===== config.mk =====
export PLATFORM = sky130hd
export DESIGN_NAME = cpu_sequencer
export DESIGN_NICKNAME = d
export VERILOG_FILES = /design/src/rtl/cpu_sequencer.sv
export SDC_FILE = /design/constraint.sdc
export NUM_CORES = 1
export LEC_CHECK = 0
export BUFFER_PORTS_ARGS = -buffer_cell sky130_fd_sc_hd__buf_2
export CAP_MARGIN = 0
export CORE_UTILIZATION = 50
export DETAILED_ROUTE_END_ITERATION = 12
export GPL_ROUTABILITY_DRIVEN = 0
export GPL_TIMING_DRIVEN = 0
export HOLD_SLACK_MARGIN = 0.02
export PLACE_DENSITY = 0.8
export REMOVE_ABC_BUFFERS = 1
export SYNTH_ARGS = -nofsm -noshare
export SYNTH_HDL_FRONTEND = slang
export SYNTH_SLANG_ARGS = --single-unit

===== constraint.sdc =====
create_clock -name clk -period 2 [get_ports clk]
set_input_delay 0.1 -clock clk [delete_from_list [all_inputs] [get_ports clk]]
set_output_delay 0.1 -clock clk [all_outputs]
set_load 0.05 [all_outputs]

===== src/rtl/cpu_sequencer.sv =====
// cpu_sequencer: multicycle fetch/decode/execute control FSM (FETCH, DECODE, EXEC, MEM, WB, HALT, FAULT).
// Define ILLEGAL_TRAP_EN to send undefined opcodes (0xA-0xE) to FAULT instead of executing them as NOPs.
module cpu_sequencer #(
  parameter int RET_W       = 32,
  parameter int MEM_TIMEOUT = 16
) (
  input  logic             clk,
  input  logic             rst_n,
  input  logic [31:0]      imem_rdata,
  input  logic             imem_ack,
  input  logic             dmem_ack,
  input  logic             branch_taken,
  output logic             imem_req,
  output logic             dmem_req,
  output logic             dmem_we,
  output logic [31:0]      ir,
  output logic [3:0]       alu_op,
  output logic             alu_src_imm,
  output logic             reg_write,
  output logic             wb_sel,
  output logic             pc_inc,
  output logic             pc_load,
  output logic             halted,
  output logic             trap,
  output logic [RET_W-1:0] retired_count
);
  typedef enum logic [2:0] {
    S_FETCH, S_DECODE, S_EXEC, S_MEM, S_WB, S_HALT, S_FAULT
  } state_t;

  localparam int              TW        = $clog2(MEM_TIMEOUT + 1);
  localparam logic [TW-1:0]   WAIT_LOAD = TW'(MEM_TIMEOUT - 1);
  localparam logic [3:0]      OP_ADDI   = 4'h5;
  localparam logic [3:0]      OP_LW     = 4'h6;
  localparam logic [3:0]      OP_SW     = 4'h7;
  localparam logic [3:0]      OP_BEQ    = 4'h8;
  localparam logic [3:0]      OP_JMP    = 4'h9;
  localparam logic [3:0]      OP_HALT   = 4'hF;

  state_t        state, state_nxt;
  logic          run;
  logic          waiting, ack, expired, retire;
  logic [TW-1:0] wait_cnt;
  logic [3:0]    op;

  // run holds off imem_req for the first cycle after reset release
  assign op      = ir[31:28];
  assign waiting = run && ((state == S_FETCH) || (state == S_MEM));
  assign ack     = (state == S_FETCH) ? imem_ack : dmem_ack;
  assign expired = waiting && !ack && (wait_cnt == '0);

  always_ff @(posedge clk or negedge rst_n) begin
    if (!rst_n) begin
      state         <= S_FETCH;
      run           <= 1'b0;
      ir            <= '0;
      wait_cnt      <= WAIT_LOAD;
      retired_count <= '0;
    end else begin
      state <= state_nxt;
      run   <= 1'b1;
      if ((state == S_FETCH) && waiting && imem_ack)
        ir <= imem_rdata;
      // down-counter: reaches zero on the MEM_TIMEOUT-th wait cycle
      if (!waiting)
        wait_cnt <= WAIT_LOAD;
      else if (!ack && (wait_cnt != '0))
        wait_cnt <= wait_cnt - TW'(1);
      if (retire)
        retired_count <= retired_count + RET_W'(1);
    end
  end

  always_comb begin
    state_nxt   = state;
    imem_req    = 1'b0;
    dmem_req    = 1'b0;
    dmem_we     = 1'b0;
    alu_op      = '0;
    alu_src_imm = 1'b0;
    reg_write   = 1'b0;
    wb_sel      = 1'b0;
    pc_inc      = 1'b0;
    pc_load     = 1'b0;
    halted      = 1'b0;
    trap        = 1'b0;
    retire      = 1'b0;
    case (state)
      S_FETCH: begin
        imem_req = run;
        if (waiting && imem_ack) state_nxt = S_DECODE;
        else if (expired)        state_nxt = S_FAULT;
      end
      S_DECODE: state_nxt = S_EXEC;
      S_EXEC: begin
        alu_op      = op;
        alu_src_imm = (op == OP_ADDI) || (op == OP_LW) || (op == OP_SW);
        if (op <= OP_ADDI) begin
          state_nxt = S_WB;
        end else if ((op == OP_LW) || (op == OP_SW)) begin
          state_nxt = S_MEM;
        end else if (op == OP_BEQ) begin
          pc_load   = branch_taken;
          pc_inc    = !branch_taken;
          retire    = 1'b1;
          state_nxt = S_FETCH;
        end else if (op == OP_JMP) begin
          pc_load   = 1'b1;
          retire    = 1'b1;
          state_nxt = S_FETCH;
        end else if (op == OP_HALT) begin
          retire    = 1'b1;
          state_nxt = S_HALT;
        end else begin
`ifdef ILLEGAL_TRAP_EN
          state_nxt = S_FAULT;
`else
          pc_inc    = 1'b1;
          retire    = 1'b1;
          state_nxt = S_FETCH;
`endif
        end
      end
      S_MEM: begin
        dmem_req = 1'b1;
        dmem_we  = (op == OP_SW);
        if (dmem_ack) begin
          if (op == OP_SW) begin
            pc_inc    = 1'b1;
            retire    = 1'b1;
            state_nxt = S_FETCH;
          end else begin
            state_nxt = S_WB;
          end
        end else if (expired) begin
          state_nxt = S_FAULT;
        end
      end
      S_WB: begin
        reg_write = 1'b1;
        wb_sel    = (op == OP_LW);
        pc_inc    = 1'b1;
        retire    = 1'b1;
        state_nxt = S_FETCH;
      end
      S_HALT: halted = 1'b1;
      S_FAULT: begin
        halted = 1'b1;
        trap   = 1'b1;
      end
      default: state_nxt = S_FETCH;
    endcase
  end
endmodule


==> results.py <==
metrics = {
    "outcome": {
        "status": "finished, violations left",
        "violations": "DRC",
    },
    "hold_path": {
        "hold_depth": 4,
        "hold_end": "state[1]",
        "min_path_type": "in2reg",
        "hold_start": "dmem_ack",
    },
    "detailed_routing": {
        "dr_total_vias": 2711,
        "vias_per_cell": 5.15,
        "antenna_left": 0,
        "drt-initial-drc-count": 152,
        "remaining_drc_errors": 8,
        "routed_wl_mm": 7.84,
        "post_drt_wl_per_cell_um": 14.9,
        "drt_pass1_iterations": 8,
    },
    "sta": {
        "final-hold-violation-count": 0,
        "hold_slack_ps": 115,
        "skew_ps": 12.0,
        "fmaxAchievable_mhz": 520,
        "fin_tns_setup_ps": 0,
        "period_share_pct": 96.2,
        "drv_slew": 0,
        "period_needed_ps": 1920,
        "rsz0062_at_grt": "yes",
        "setup_viol": 0,
    },
    "cts": {
        "clkTransAtPathRegs_ps": 80,
        "clk_latency_ps": 340,
        "h-tree-depth": 3,
        "numCtsBuffers": 9,
        "clock-root-buffer": "clkbuf_8",
        "cts.sinks": 73,
        "clockBufferDepth": 2,
        "cts_tree": "built",
    },
    "setup_path": {
        "r2r_slack_ps": 80,
        "path_cells": "nand3b_1, or3_4, a211o_4, nor2_1, xor2_1",
        "path_max_fanout": 7,
        "crit_type": "reg2reg",
        "critical_path.startpoint_type": "register",
        "crit_required_ps": 2260,
        "r2r_start": "state[2]",
        "r2r-end": "retired_count[26]",
        "crit_arrival_ps": 2190,
        "reg2reg_depth": 5,
        "cp_slowest_cell": "or3_4",
        "cpPeakStageDelay_ps": 470,
        "startpoint": "state[2]",
        "endpoint_kind": "register",
    },
    "logic_synthesis": {
        "synth_top_area_cell": "dfrtp_1",
        "yosysMostFrequentCell": "dfrtp_1",
        "netlist_area_sq_mm": 0.00337,
        "yosys-top-cells-count": "dfrtp_1, mux2_2, nand2_1",
        "seq_area_frac_synth_pct": 54.4,
        "netlist.area_leader.share_pct": 51.3,
        "syn_inst": 286,
        "ys_ff_latch": 73,
        "synth_ff_type": "dfrtp_1",
        "syn_area_per_cell_sq_um": 11.8,
        "synthTopCellsByArea": "dfrtp_1, mux2_2, xnor2_1",
        "synth_cell_types": 43,
        "postSynth.asyncResetShare_pct": 100,
        "synth-edff-count": 0,
        "ys_warn_count": 0,
    },
    "pwr": {
        "pwr-share-comb_pct": 47.7,
        "worst_ir_drop_vdd_v": 0.00131,
        "power_density_mw_per_mm2": 1500,
        "power.share.clock_pct": 19.6,
        "p_int_mw": 3.79,
        "seqPwrFrac_pct": 32.7,
        "leakage_nw": 2.24,
        "p_switching_mw": 3.30,
        "swShare_pct": 46.5,
    },
    "cells_and_area": {
        "antenna_cells": 0,
        "fin_util_pct": 73.4,
        "n_fill_cell": 428,
        "area_growth_pct": 40.1,
        "fin_area_sq_mm": 0.00471,
        "stdcell_count": 526,
        "drive_gt1_share_pct": 43.4,
        "nNetsFinal": 484,
    },
    "die": {
        "rows": 29,
        "start_util_pct": 52.4,
        "dieArea_sq_mm": 0.00706,
        "fp.dieH_um": 84.0,
        "dieWidth_um": 84.0,
        "coreArea_sq_mm": 0.00642,
        "io_pins": 115,
    },
    "placed_design": {
        "post-dp-hpwl_mm": 4.84,
        "postPlaceCellArea_sq_mm": 0.00401,
        "dp.cells": 469,
        "numPortBuffers": 114,
    },
    "global_routing": {
        "grt_pass1_vias": 2668,
        "grt_pass1_wl_mm": 12.6,
        "grt_overflow": 0,
        "grt_util_all_layers_pct": 23.3,
        "grt_max_degree": 74,
        "antenna_found_initial": 0,
    },
    "job": {
        "cap_violations": 0,
    },
}
-- worst max-delay path by stage --
stage               slack [ps]  cells after the start                end
global route               -20                      6  retired_count[31]
global placement          -380                      4             ir[15]
floorplan                -1330                      4              ir[0]
finish                      80                      5  retired_count[26]
detailed placement        -430                      4              ir[3]
CTS                          1                      5  retired_count[21]
-- power by group through the flow --
| stage | combinational, mW | sequential, mW | clock [mW] |
|---|---|---|---|
| 4_1_cts | 3.27 | 2.32 | 1.41 |
| 6_report | 3.38 | 2.32 | 1.39 |
| 2_1_floorplan | 1.12 | 3.63 | 0 |
| 3_5_place_dp | 3.20 | 2.33 | 0 |
| 3_3_place_gp | 3.14 | 2.30 | 0 |
| 5_1_grt | 3.55 | 2.38 | 1.47 |
-- flip-flops by register name (all words and copies together) (netlist names) --
name,cells
ir,32
run,1
state,3
wait_cnt,5
retired_count,32
-- kinds of logic after synthesis --
| family | synth area share (%) |
|---|---|
| AOI/OAI and AO/OA | 4.80 |
| xor gates and xnor gates | 8.85 |
| adders and majority gates | 1.12 |
| buffers and inverters | 2.56 |
| DFF | 54.4 |
| muxes | 11.0 |
| other | 0.111 |
| and+or+nand+nor | 17.1 |
-- metrics by stage --
stage / worst slack (ps) / total power [mW]
finish: 77.0 / 7.09
CTS: 1.12 / 7.01
floorplan: -1330 / 4.74
global placement: -384 / 5.44
global route: -15.1 / 7.40
detailed placement: -425 / 5.52
-- cell type report --
| cell class | count | area, sq um | area share, % |
|---|---|---|---|
| Clock buffer | 11 | 141 | 3.00 |
| Clock inverter | 5 | 103 | 2.18 |
| Inverter | 8 | 30.0 | 0.637 |
| Multi-Input combinational cell | 196 | 1510 | 32.1 |
| Sequential cell | 73 | 1840 | 39.0 |
| Tap cell | 77 | 96.3 | 2.04 |
| Timing Repair Buffer | 156 | 995 | 21.1 |
-- per-layer routing --
metal,track usage [%],vias up,share of wire [%]
met5,0,-,0
met4,10.2,0,2.2
met3,5.04,12,4.7
met2,39.8,77,51
met1,28.4,1316,43
li1,-,1306,-
-- worst max-delay path, delay by kind of cell, from the launching register on --
family          cells  cell delay, ps
simple gates        3             830
xor+xnor            1             150
flops               1             460
compound gates      1             420
-- repair_timing --
action                     CTS  global route
buffers inserted             2             6
hold buffers                33             0
setup endpoints to repair   57            24
gates resized for setup      9            13
hold endpoints to repair   101             0
pin swaps                    0             4
-- cell usage in the layout, fill, tap and decap left out, types with 3 or more instances in the layout --
cell           instances
dfrtp_1               64
nor3_1                 5
nand2_1               21
inv_1                  8
clkbuf_8              10
nand3_1               15
buf_4                  6
mux2_2                33
buf_2                112
dfstp_2                4
a21oi_1                5
dlygate4sd3_1         33
xnor2_1               19
nand2b_1               3
dfrtp_2                5
and3_1                 6
o21ai_0                8
nand4_1                8
ha_1                   3
and2_1                10
xor2_1                15
and4_1                 5
nor2_1                11
bufinv_16              3
Power figures use the tool's default switching activity.
